**config.mk**
```make
export PLATFORM = sky130hd
export DESIGN_NAME = ahblite_uart_tx
export DESIGN_NICKNAME = d
export VERILOG_FILES = /design/src/rtl/ahblite_uart_pkg.sv /design/src/rtl/ahblite_uart_fifo.sv /design/src/rtl/ahblite_uart_tx.sv
export SDC_FILE = /design/constraint.sdc
export NUM_CORES = 1
export LEC_CHECK = 0
export ABC_AREA = 1
export BUFFER_PORTS_ARGS = -buffer_cell sky130_fd_sc_hd__buf_4
export CAP_MARGIN = 20
export CORE_MARGIN = 5
export CORE_UTILIZATION = 60
export DETAILED_ROUTE_END_ITERATION = 7
export MAX_ROUTING_LAYER = met4
export PLACE_DENSITY = 0.86
export SKIP_LAST_GASP = 1
export SYNTH_ARGS = -nofsm -noshare
export SYNTH_HDL_FRONTEND = slang
export SYNTH_HIERARCHICAL = 1
export SYNTH_SLANG_ARGS = --single-unit
```
**constraint.sdc**
```tcl
create_clock -name HCLK -period 4.07 [get_ports HCLK]
set_input_delay 0.814 -clock HCLK [delete_from_list [all_inputs] [get_ports HCLK]]
set_output_delay 0.814 -clock HCLK [all_outputs]
set_load 0.05 [all_outputs]
```
**src/rtl/ahblite_uart_pkg.sv**
```systemverilog
// Shared constants and types for the AHB-Lite UART transmitter.
package ahblite_uart_pkg;

  // Register offsets decoded from HADDR[3:2]
  localparam logic [1:0] OFF_DATA   = 2'd0;
  localparam logic [1:0] OFF_STATUS = 2'd1;
  localparam logic [1:0] OFF_BAUD   = 2'd2;
  localparam logic [1:0] OFF_RSVD   = 2'd3;

  // STATUS register bit positions
  localparam int STAT_FULL  = 0;
  localparam int STAT_EMPTY = 1;
  localparam int STAT_BUSY  = 2;

  // AHB transfer encodings
  localparam logic [1:0] HTRANS_IDLE   = 2'b00;
  localparam logic [1:0] HTRANS_NONSEQ = 2'b10;
  localparam logic [2:0] HSIZE_WORD    = 3'b010;

  // Serialiser states
  typedef enum logic [1:0] {
    TX_IDLE  = 2'd0,
    TX_START = 2'd1,
    TX_DATA  = 2'd2,
    TX_STOP  = 2'd3
  } tx_state_e;

  // A divider of zero would give a one-cycle bit; clamp it to one
  function automatic logic [15:0] eff_div(input logic [15:0] div);
    return (div == 16'd0) ? 16'd1 : div;
  endfunction

endpackage

```
**src/rtl/ahblite_uart_fifo.sv**
```systemverilog
// Byte-wide synchronous FIFO with same-cycle push and pop.
module ahblite_uart_fifo #(
  parameter int DEPTH = 4
) (
  input  logic                     clk_i,
  input  logic                     rst_i,
  input  logic                     push_i,
  input  logic [7:0]               wdata_i,
  input  logic                     pop_i,
  output logic [7:0]               rdata_o,
  output logic                     full_o,
  output logic                     empty_o,
  output logic [$clog2(DEPTH):0]   count_o
);
  localparam int AW = $clog2(DEPTH);
  localparam logic [AW:0] FULL_CNT = (AW+1)'(DEPTH);

  logic [7:0]    mem_q [DEPTH];
  logic [AW-1:0] wr_ptr_q;
  logic [AW-1:0] rd_ptr_q;
  logic [AW:0]   count_q;
  logic          do_push_s;
  logic          do_pop_s;

  // A push into a full FIFO is only allowed when a pop frees the slot in the same cycle
  assign do_pop_s  = pop_i & (count_q != '0);
  assign do_push_s = push_i & ((count_q != FULL_CNT) | do_pop_s);

  // Pointer and occupancy tracking; pointers wrap naturally as DEPTH is a power of two
  always_ff @(posedge clk_i) begin
    if (rst_i) begin
      wr_ptr_q <= '0;
      rd_ptr_q <= '0;
      count_q  <= '0;
    end else begin
      if (do_push_s) wr_ptr_q <= wr_ptr_q + 1'b1;
      if (do_pop_s)  rd_ptr_q <= rd_ptr_q + 1'b1;
      if (do_push_s && !do_pop_s)      count_q <= count_q + 1'b1;
      else if (do_pop_s && !do_push_s) count_q <= count_q - 1'b1;
      else                             count_q <= count_q;
    end
  end

  // Storage array, written only on an accepted push
  always_ff @(posedge clk_i) begin
    if (do_push_s) mem_q[wr_ptr_q] <= wdata_i;
  end

  assign rdata_o = mem_q[rd_ptr_q];
  assign full_o  = (count_q == FULL_CNT);
  assign empty_o = (count_q == '0);
  assign count_o = count_q;

endmodule

```
**src/rtl/ahblite_uart_tx.sv**
```systemverilog
// AHB-Lite memory-mapped UART transmitter: bus data phase, registers, 8N1 serialiser.
module ahblite_uart_tx
  import ahblite_uart_pkg::*;
#(
  parameter int          FIFO_DEPTH = 4,
  parameter logic [15:0] BAUD_RST   = 16'd433
) (
  input  logic        HCLK,
  input  logic        HRESET,
  input  logic        HSEL,
  input  logic [31:0] HADDR,
  input  logic [1:0]  HTRANS,
  input  logic [2:0]  HSIZE,
  input  logic        HWRITE,
  input  logic [31:0] HWDATA,
  input  logic        HREADY,
  output logic        HREADYOUT,
  output logic        HRESP,
  output logic [31:0] HRDATA,
  output logic        TXD,
  output logic        TX_IRQ
);
  // Data-phase state
  logic        dp_valid_q;
  logic        dp_write_q;
  logic [1:0]  dp_addr_q;
  logic        err1_q;
  logic        err2_q;
  logic [15:0] baud_q;

  // Serialiser state
  tx_state_e   state_q;
  logic [15:0] cnt_q;
  logic [15:0] div_q;
  logic [2:0]  bit_q;
  logic [7:0]  shift_q;
  logic        txd_q;

  logic        accept_s, legal_s, data_wr_s, frame_end_s;
  logic        hreadyout_s;
  logic [31:0] hrdata_s;
  logic        fifo_push_s, fifo_pop_s, fifo_full_s, fifo_empty_s;
  logic [7:0]  fifo_rdata_s;
  logic [$clog2(FIFO_DEPTH):0] fifo_count_s;
  logic        unused_s;

  assign unused_s    = ^{HADDR[31:4], HWDATA[31:16]};
  assign accept_s    = HSEL & HREADY & HTRANS[1];
  assign legal_s     = (HSIZE == HSIZE_WORD) & (HADDR[1:0] == 2'b00) & (HADDR[3:2] != OFF_RSVD);
  assign data_wr_s   = dp_valid_q & dp_write_q & (dp_addr_q == OFF_DATA);
  assign frame_end_s = (state_q == TX_STOP) & (cnt_q == 16'd0);
  assign fifo_pop_s  = ~fifo_empty_s & ((state_q == TX_IDLE) | frame_end_s);
  assign fifo_push_s = data_wr_s & (~fifo_full_s | fifo_pop_s);

  ahblite_uart_fifo #(.DEPTH(FIFO_DEPTH)) u_fifo (
    .clk_i   (HCLK),
    .rst_i   (HRESET),
    .push_i  (fifo_push_s),
    .wdata_i (HWDATA[7:0]),
    .pop_i   (fifo_pop_s),
    .rdata_o (fifo_rdata_s),
    .full_o  (fifo_full_s),
    .empty_o (fifo_empty_s),
    .count_o (fifo_count_s)
  );

  // Stall on the first error cycle and on a DATA write into a full FIFO with no pop this cycle
  always_comb begin
    hreadyout_s = 1'b1;
    if (err1_q)                                        hreadyout_s = 1'b0;
    else if (data_wr_s && fifo_full_s && !fifo_pop_s)  hreadyout_s = 1'b0;
    else                                               hreadyout_s = 1'b1;
  end

  // Read data mux from the captured data-phase offset
  always_comb begin
    hrdata_s = 32'd0;
    if (dp_valid_q && !dp_write_q) begin
      case (dp_addr_q)
        OFF_STATUS: begin
          hrdata_s[STAT_BUSY]  = (state_q != TX_IDLE);
          hrdata_s[STAT_EMPTY] = fifo_empty_s;
          hrdata_s[STAT_FULL]  = fifo_full_s;
        end
        OFF_BAUD: hrdata_s = {16'd0, baud_q};
        default:  hrdata_s = 32'd0;
      endcase
    end else begin
      hrdata_s = 32'd0;
    end
  end

  // Address-phase capture, two-cycle error sequencing and BAUDDIV register
  always_ff @(posedge HCLK) begin
    if (HRESET) begin
      dp_valid_q <= 1'b0;
      dp_write_q <= 1'b0;
      dp_addr_q  <= 2'd0;
      err1_q     <= 1'b0;
      err2_q     <= 1'b0;
      baud_q     <= BAUD_RST;
    end else begin
      if (err1_q) begin
        err1_q     <= 1'b0;
        err2_q     <= 1'b1;
        dp_valid_q <= 1'b0;
      end else if (hreadyout_s) begin
        dp_valid_q <= accept_s & legal_s;
        err1_q     <= accept_s & ~legal_s;
        err2_q     <= 1'b0;
        dp_write_q <= HWRITE;
        dp_addr_q  <= HADDR[3:2];
      end else begin
        dp_valid_q <= dp_valid_q;
      end
      if (dp_valid_q && dp_write_q && (dp_addr_q == OFF_BAUD)) baud_q <= HWDATA[15:0];
    end
  end

  // 8N1 serialiser; divider is latched at each frame start so in-flight frames keep their rate
  always_ff @(posedge HCLK) begin
    if (HRESET) begin
      state_q <= TX_IDLE;
      cnt_q   <= 16'd0;
      div_q   <= eff_div(BAUD_RST);
      bit_q   <= 3'd0;
      shift_q <= 8'd0;
      txd_q   <= 1'b1;
    end else begin
      case (state_q)
        TX_IDLE: begin
          if (fifo_pop_s) begin
            state_q <= TX_START;
            cnt_q   <= eff_div(baud_q);
            div_q   <= eff_div(baud_q);
            shift_q <= fifo_rdata_s;
            txd_q   <= 1'b0;
          end else begin
            txd_q   <= 1'b1;
          end
        end
        TX_START: begin
          if (cnt_q == 16'd0) begin
            state_q <= TX_DATA;
            cnt_q   <= div_q;
            bit_q   <= 3'd0;
            txd_q   <= shift_q[0];
          end else begin
            cnt_q   <= cnt_q - 16'd1;
          end
        end
        TX_DATA: begin
          if (cnt_q == 16'd0) begin
            cnt_q <= div_q;
            if (bit_q == 3'd7) begin
              state_q <= TX_STOP;
              txd_q   <= 1'b1;
            end else begin
              bit_q   <= bit_q + 3'd1;
              shift_q <= {1'b0, shift_q[7:1]};
              txd_q   <= shift_q[1];
            end
          end else begin
            cnt_q <= cnt_q - 16'd1;
          end
        end
        TX_STOP: begin
          if (cnt_q == 16'd0) begin
            if (fifo_pop_s) begin
              state_q <= TX_START;
              cnt_q   <= eff_div(baud_q);
              div_q   <= eff_div(baud_q);
              shift_q <= fifo_rdata_s;
              txd_q   <= 1'b0;
            end else begin
              state_q <= TX_IDLE;
              txd_q   <= 1'b1;
            end
          end else begin
            cnt_q <= cnt_q - 16'd1;
          end
        end
        default: begin
          state_q <= TX_IDLE;
          txd_q   <= 1'b1;
        end
      endcase
    end
  end

  assign HREADYOUT = hreadyout_s;
  assign HRESP     = err1_q | err2_q;
  assign HRDATA    = hrdata_s;
  assign TXD       = txd_q;
  assign TX_IRQ    = (fifo_count_s == '0) & (state_q == TX_IDLE);

endmodule

```
### Word level (Yosys, flattened, before mapping)

Memory sizes are Yosys's and may differ from the RTL's. A register that Yosys moved wholly into a read port is not among the register bits.
Index checks and enable logic that the tools add are counted.
Widths: inputs -> output; s select.

| storage, ports and cells | value |
|---|---|
| register bits after elaboration | 75 |
| RAM bits | 32 |
| input bits | 74 |
| output and inout bits | 36 |
| word-level logic and storage cells | 137 |
| memories | 1 |

| cells by class | value |
|---|---|
| add/subtract/negate cells | 6 |
| eq/ne operators | 16 |
| multiplexer cells | 43 |
| bitwise gates (word level) | 23 |
| reductions and logical operators | 33 |

Memories:

| name | depth | width | read ports | clocked after memory_dff | wr ports | RTL line | text |
|---|---|---|---|---|---|---|---|
| u_fifo.mem_q | 4 | 8 | 1 | 1 | 1 | ahblite_uart_fifo.sv:18 | `logic [7:0] mem_q [DEPTH];` |

Operators by type and width:

| cell | number |
|---|---|
| $mux 16 | 6 |
| $pmux 16 s3 | 1 |
| $logic_not 16->1 | 2 |
| $mux 32 | 1 |
| $mux 8 | 4 |
| $pmux 16 s2 | 1 |
| $pmux 8 s3 | 1 |
| $sub 16x1->16 const B | 1 |
| $mux 3 | 5 |
| $and 1x1->1 | 14 |
| $mux 2 | 7 |
| $mux 13 | 1 |
| $mux 1 | 12 |
| $ne 2x2->1 const B | 6 |
| $pmux 3 s2 | 2 |
| $reduce_bool 2->1 | 5 |
| $pmux 2 s4 | 1 |
| $reduce_and 4->1 | 2 |
| $logic_and 1x1->1 | 7 |
| $add 3x1->3 const B | 2 |
| $eq 2x2->1 const B | 3 |
| $eq 3x3->1 const B | 2 |
| $logic_not 2->1 | 3 |
| $reduce_bool 3->1 | 2 |
| 16 further kinds | 30 |

### Depth between registers and ports, before layout

| depth | value |
|---|---|
| depth in word-level cells | 11 |
| depth in mapped cells | 21 |
| mapped depth without buffers | 19 |

### Hierarchy

Netlist, hierarchy kept.

Modules (own cells, without submodules):

| module | times used | cells each | area an instance (µm²) | sequential area each (µm²) |
|---|---|---|---|---|
| ahblite_uart_tx | 1 | 610 | 4025.1 | 1361.3 |
| ahblite_uart_fifo | 1 | 148 | 1702.9 | 1141.1 |

### Worst setup path after synthesis

No wires, ideal clock.

| timing | value |
|---|---|
| path type | register -> output |
| from | reg state_q[1] |
| to | out TX_IRQ |
| arrival time | 2.147 ns |
| required time | 3.256 ns |
| path slack | 1.109 ns |
| cell stages (with the launch flop) | 5 |
| buffers on the path | 0 |
| path through | dfxtp_1 -> inv_1 -> ha_1 -> inv_1 -> nor4_1 |

| on the way | value |
|---|---|
| longest elaborated chain between the ends | 2 |

Ends and longest elaborated chain:

| what | RTL line | text |
|---|---|---|
| start: declaration | ahblite_uart_tx.sv:32 | `tx_state_e state_q;` |
| start signal: assignment | ahblite_uart_tx.sv:123 | `state_q <= TX_IDLE;` |
| start signal: assignment | ahblite_uart_tx.sv:133 | `state_q <= TX_START;` |
| start signal: assignment | ahblite_uart_tx.sv:144 | `state_q <= TX_DATA;` |
| $logic_not 2->1 | ahblite_uart_tx.sv:195 | `assign TX_IRQ = (fifo_count_s == '0) & (state_q == TX_IDLE);` |
| $and 1x1->1 | ahblite_uart_tx.sv:195 |  |
| end: declaration | ahblite_uart_tx.sv:21 | `output logic TX_IRQ` |

No other way between the ends.

### Worst setup path after layout

| timing | value |
|---|---|
| from | reg u_fifo.count_q[0], in the netlist u_fifo/count_o[0] |
| to | out HREADYOUT |

| on the way | value |
|---|---|
| longest elaborated chain between the ends | 7 |
| elaborated cells between the ends (all ways) | 9 |
| those cells by class | eq/ne: 1; mux: 2; bitwise: 2; reduce/logical: 4 |

Ends and longest elaborated chain:

| what | RTL line | text |
|---|---|---|
| start: declaration | ahblite_uart_fifo.sv:21 | `logic [AW:0] count_q;` |
| start signal: assignment | ahblite_uart_fifo.sv:38 | `if (do_push_s && !do_pop_s) count_q <= count_q + 1'b1;` |
| start signal: assignment | ahblite_uart_fifo.sv:39 | `else if (do_pop_s && !do_push_s) count_q <= count_q - 1'b1;` |
| start signal: assignment | ahblite_uart_fifo.sv:40 | `else count_q <= count_q;` |
| $logic_not 3->1 | ahblite_uart_fifo.sv:51 | `assign empty_o = (count_q == '0);` |
| net fifo_empty_s | ahblite_uart_tx.sv:42 | `logic fifo_push_s, fifo_pop_s, fifo_full_s, fifo_empty_s;` |
| $not 1->1 | ahblite_uart_tx.sv:52 | `assign fifo_pop_s = ~fifo_empty_s & ((state_q == TX_IDLE) \| frame_end_s);` |
| $and 1x1->1 | ahblite_uart_tx.sv:52 |  |
| $logic_not 1->1 | ahblite_uart_tx.sv:71 | `else if (data_wr_s && fifo_full_s && !fifo_pop_s) hreadyout_s = 1'b0;` |
| $logic_and 1x1->1 | ahblite_uart_tx.sv:71 |  |
| $mux 1 | ahblite_uart_tx.sv:71 |  |
| $mux 1 | ahblite_uart_tx.sv:70 | `if (err1_q) hreadyout_s = 1'b0;` |
| end: declaration | ahblite_uart_tx.sv:17 | `output logic HREADYOUT,` |

The timed path passes the listed nets, and every way through them passes these cells.

==> flow_summary.rst <==
.. list-table::
   :header-rows: 1

   * - Metric
     - Value
   * - Depth of the most critical reg-to-reg path
     - 19
   * - Number of filler instances in the final layout
     - 767
   * - Switching component of the power
     - between 1.5 and 2 mW
   * - Post-CTS setup buffer count
     - 0
   * - Number of gates resized after CTS
     - 0
   * - Setup slack, reg-to-reg
     - 0.84 ns
   * - Chip Width
     - 108 um
   * - DRC marker count from the first detailed-route iteration
     - about 360
   * - Post-synthesis cell area
     - 5730 um2
   * - Startpoint class of the critical path
     - flip-flop
   * - Hold WC Path Type
     - flip-flop to flip-flop
   * - Status
     - finished clean
   * - Final setup violation count
     - 0
   * - TritonCTS clock tree
     - yes
   * - Via count
     - 5166
   * - Layout overhead on the synthesized area
     - 9.28%
   * - Via count of the first global-routing pass
     - 4810
   * - Hold-fix buffers, CTS
     - 0
   * - Port Buffer Count
     - between 40 and 50
   * - Crit path max-delay cell type
     - sky130_fd_sc_hd__dfxtp_1
   * - Fraction of power consumed by combinational cells
     - 49.2%
   * - Count of nets after finishing
     - 885
   * - Overflow left after global routing
     - 0
   * - Capture instance of the worst register-to-register path
     - u_fifo/count_o[2]
   * - Startpoint of the worst-slack reg-to-reg timing path
     - cnt_q[0]
   * - Largest buffer count on any clock path
     - 2
   * - Total negative setup slack
     - 0 ns
   * - Final hold violation count
     - 0
   * - Wire length of the first global-routing pass
     - 22400 um
   * - Starting utilization of the core area
     - 61.7%
   * - Period utilisation layout
     - 83.1%
   * - Sinks on the clock net
     - approximately 110
   * - Min Clock Period, post-route
     - 3.38 ns
   * - Synth unique cells
     - 39
   * - Iteration count of the initial detailed-routing pass
     - 5
   * - Maximum number of pins on one net before global-route repair
     - 40
   * - Global placer's final weighted congestion
     - 0.910
   * - Synthesized area divided by synthesized cell count
     - 7.56 um2
   * - Largest clock skew in the final design
     - 0.0158 ns
   * - CTS clk-pin slew, worst paths
     - 0.11 ns
   * - Total clock buffers created by CTS
     - 9
   * - Syn Inst Count
     - 758
   * - Clock power frac
     - 17.2%
   * - Die Ht
     - 108 um
   * - Slew Limit Fails
     - 0
   * - Slew at the pin closest to its max-slew limit
     - around 0.94 ns
   * - Endpoint arrival time on the critical path
     - 2.57 ns
   * - Delay contributed by the slowest stage of the critical path
     - 0.39 ns
   * - Ordered cell list for the critical path
     - nor2_2, nand2_2, inv_1, clkinv_1, nand2_4, nand2_1, nand2_1, inv_1, buf_4
   * - Max-Cap Viols
     - 0
   * - Initial antenna violation count
     - 0
   * - Worst hold endpoint
     - dp_valid_q
   * - Power per unit of standard cell area
     - 593 nW/um2
   * - Post-route DRC
     - 0
   * - Number of routed nets with antenna violations
     - 0
   * - Switching share of total power
     - 47.2%
   * - Setup repair after global routing missed its margin
     - no
   * - Worst voltage drop across the vdd grid
     - approximately 0.35 mV
   * - Setup slack of the critical path after layout
     - ~0.7 ns
   * - Number of warnings reported in the yosys synthesis log
     - 6
   * - Buffer type at the clock tree root
     - sky130_fd_sc_hd__clkbuf_8
   * - Total routed wirelength
     - 13600 um
   * - Leakage component of the power
     - 2.73 nW
   * - Crit Path Category
     - flip-flop to primary output
   * - Number of storage elements in the synthesis netlist
     - about 110
   * - Std cell rows
     - 35
   * - Highest attainable clock frequency
     - 0.296 GHz
   * - Worst setup slack after placement
     - ~0.9 ns
   * - Area of the die
     - 11600 um2
   * - Fraction of final layout cells sized beyond drive strength 1
     - 12.2%
   * - Per-cell routed wire length
     - ~15 um
   * - Half-perimeter wire length after placement
     - around 9900 um
   * - Crit-path leading delay family
     - simple AND/OR/NAND/NOR gates
   * - Required time of the critical path
     - 3.26 ns
   * - Hold path cells
     - 1
   * - Cell-internal power
     - 1.96 mW
   * - CP max FO
     - 21
   * - Count of buffering cells on the critical path with inverters included
     - 4
   * - Kind of end point of the critical path
     - primary output
   * - Count of boundary I/O pins
     - 110
   * - Floorplan core area
     - about 9300 um2
   * - Sequential element share of the synthesized area
     - between 40% and 50%
   * - Via density per instance
     - 5.57
   * - Ant diodes
     - 0
   * - Slew HR
     - 36.6%
   * - Clock Latency Late Sink
     - 0.37 ns
   * - Total global-route track usage
     - 24.6%
   * - H-tree levels
     - 3
   * - Launch instance of the worst min-delay path
     - err1_q
   * - Share of total power in sequential cells
     - 33.6%
## sequential cells by signal, indices dropped and copies added, names as in the netlist, named ones only
signal           count
u_fifo/wr_ptr_q      2
u_fifo/mem_q        32
u_fifo/count_o       3
TXD                  1
baud_q              16
shift_q              8
div_q               16
err2_q               1
cnt_q               16
dp_addr_q            2
err1_q               1
state_q              2
bit_q                3
dp_valid_q           1
u_fifo/rd_ptr_q      2
dp_write_q           1
## cells in the mapped netlist, drive strengths merged
cell | n | area, um2
a211oi | 1 | 7.51
a21oi | 75 | 387
a22oi | 1 | 7.51
buf | 24 | 188
clkbuf | 17 | 63.8
clkinv | 1 | 3.75
conb | 1 | 3.75
dfxtp | 77 | 1540
edfxtp | 32 | 961
fa | 1 | 20.0
ha | 17 | 213
inv | 85 | 319
nand2 | 175 | 697
nand3 | 65 | 348
nand3b | 2 | 15.0
nand4 | 8 | 50.1
nor2 | 69 | 297
nor3 | 16 | 80.1
nor4 | 3 | 18.8
o211ai | 12 | 90.1
o21ai | 63 | 327
o22ai | 8 | 50.1
or2 | 1 | 6.26
xnor2 | 1 | 8.76
xor2 | 3 | 26.3
## logic make-up after synthesis
group,count (synthesis),synth area share [%]
xor gates and xnor gates,4,0.612
DFF,109,43.7
adders and majority gates,18,4.06
other,1,0.0655
and+or+nand+nor,339,26.4
buffers and inverters,127,10.0
AOI/OAI and AO/OA,160,15.2
## layer usage
layer	track usage (%)	vias to the layer above	wire length, um
li1	-	2553	-
met2	40.6	221	6580
met3	2.82	24	893
met5	-	-	0
met4	7.75	0	274
met1	32.0	2368	5830
## power by group through the flow
stage | registers (mW) | logic, mW | clock network, mW
2_1_floorplan | 1.26 | 1.42 | 0
3_3_place_gp | 1.27 | 1.74 | 0
3_5_place_dp | 1.27 | 1.78 | 0
4_1_cts | 1.24 | 1.80 | 0.642
5_1_grt | 1.26 | 2.06 | 0.696
6_report | 1.25 | 1.83 | 0.638
## area by class of cell
cell class	instances	area (um2)	area share, %
clock inverters	7	66.3	1.06
flip-flops and latches	109	2500	40.0
well taps	129	161	2.58
clock buffers	9	124	1.98
multi-input cells	537	2710	43.3
inverters	86	323	5.16
repair buffers	50	375	6.00
## layout by cell type (no fill, tap or decap), types with 3 or more instances in the layout
cell type,Yosys,final
sky130_fd_sc_hd__nand2_1,163,163
sky130_fd_sc_hd__inv_1,83,83
sky130_fd_sc_hd__dfxtp_1,77,77
sky130_fd_sc_hd__a21oi_1,72,72
sky130_fd_sc_hd__nor2_1,62,62
sky130_fd_sc_hd__nand3_1,62,62
sky130_fd_sc_hd__o21ai_0,58,58
sky130_fd_sc_hd__buf_4,16,50
sky130_fd_sc_hd__edfxtp_1,32,32
sky130_fd_sc_hd__ha_1,17,17
sky130_fd_sc_hd__nor3_1,16,16
sky130_fd_sc_hd__conb_1,1,16
sky130_fd_sc_hd__o211ai_1,12,12
sky130_fd_sc_hd__nand2_2,10,10
sky130_fd_sc_hd__clkbuf_8,0,9
sky130_fd_sc_hd__nand4_1,8,8
sky130_fd_sc_hd__o22ai_1,8,8
sky130_fd_sc_hd__nor2_4,4,4
sky130_fd_sc_hd__nor2_2,3,3
sky130_fd_sc_hd__a21oi_2,3,3
sky130_fd_sc_hd__nor4_1,3,3
sky130_fd_sc_hd__xor2_1,3,3
sky130_fd_sc_hd__inv_6,0,3
sky130_fd_sc_hd__o21ai_2,3,3
## metrics by stage
| step | util, % | hold WS [ns] | cell area (um2) | std cells | total power, mW |
|---|---|---|---|---|---|
| floorplan | - | 0.414 | 5780 | 773 | 2.68 |
| detailed placement | 65.4 | 0.442 | 6070 | 911 | 3.05 |
| CTS | 67.4 | 0.457 | 6260 | 927 | 3.68 |
| global placement | 65.4 | 0.440 | 6070 | 911 | 3.01 |
| global route | 67.4 | 0.488 | 6260 | 927 | 4.01 |
| finish | 67.4 | 0.452 | 6260 | 927 | 3.71 |
## how the worst max path moves through the flow
stage	startpoint	end	slack, ns	depth (start not counted)
floorplan	state_q[1]	TX_IRQ	1.11	4
finish	u_fifo/count_o[0]	HREADYOUT	0.69	9
global route	u_fifo/count_o[0]	HREADYOUT	0.54	9
global placement	cnt_q[0]	u_fifo/count_o[2]	1.00	19
detailed placement	cnt_q[0]	u_fifo/count_o[2]	0.92	19
CTS	u_fifo/count_o[0]	HREADYOUT	0.72	9
(Power assumes the default switching activity.)
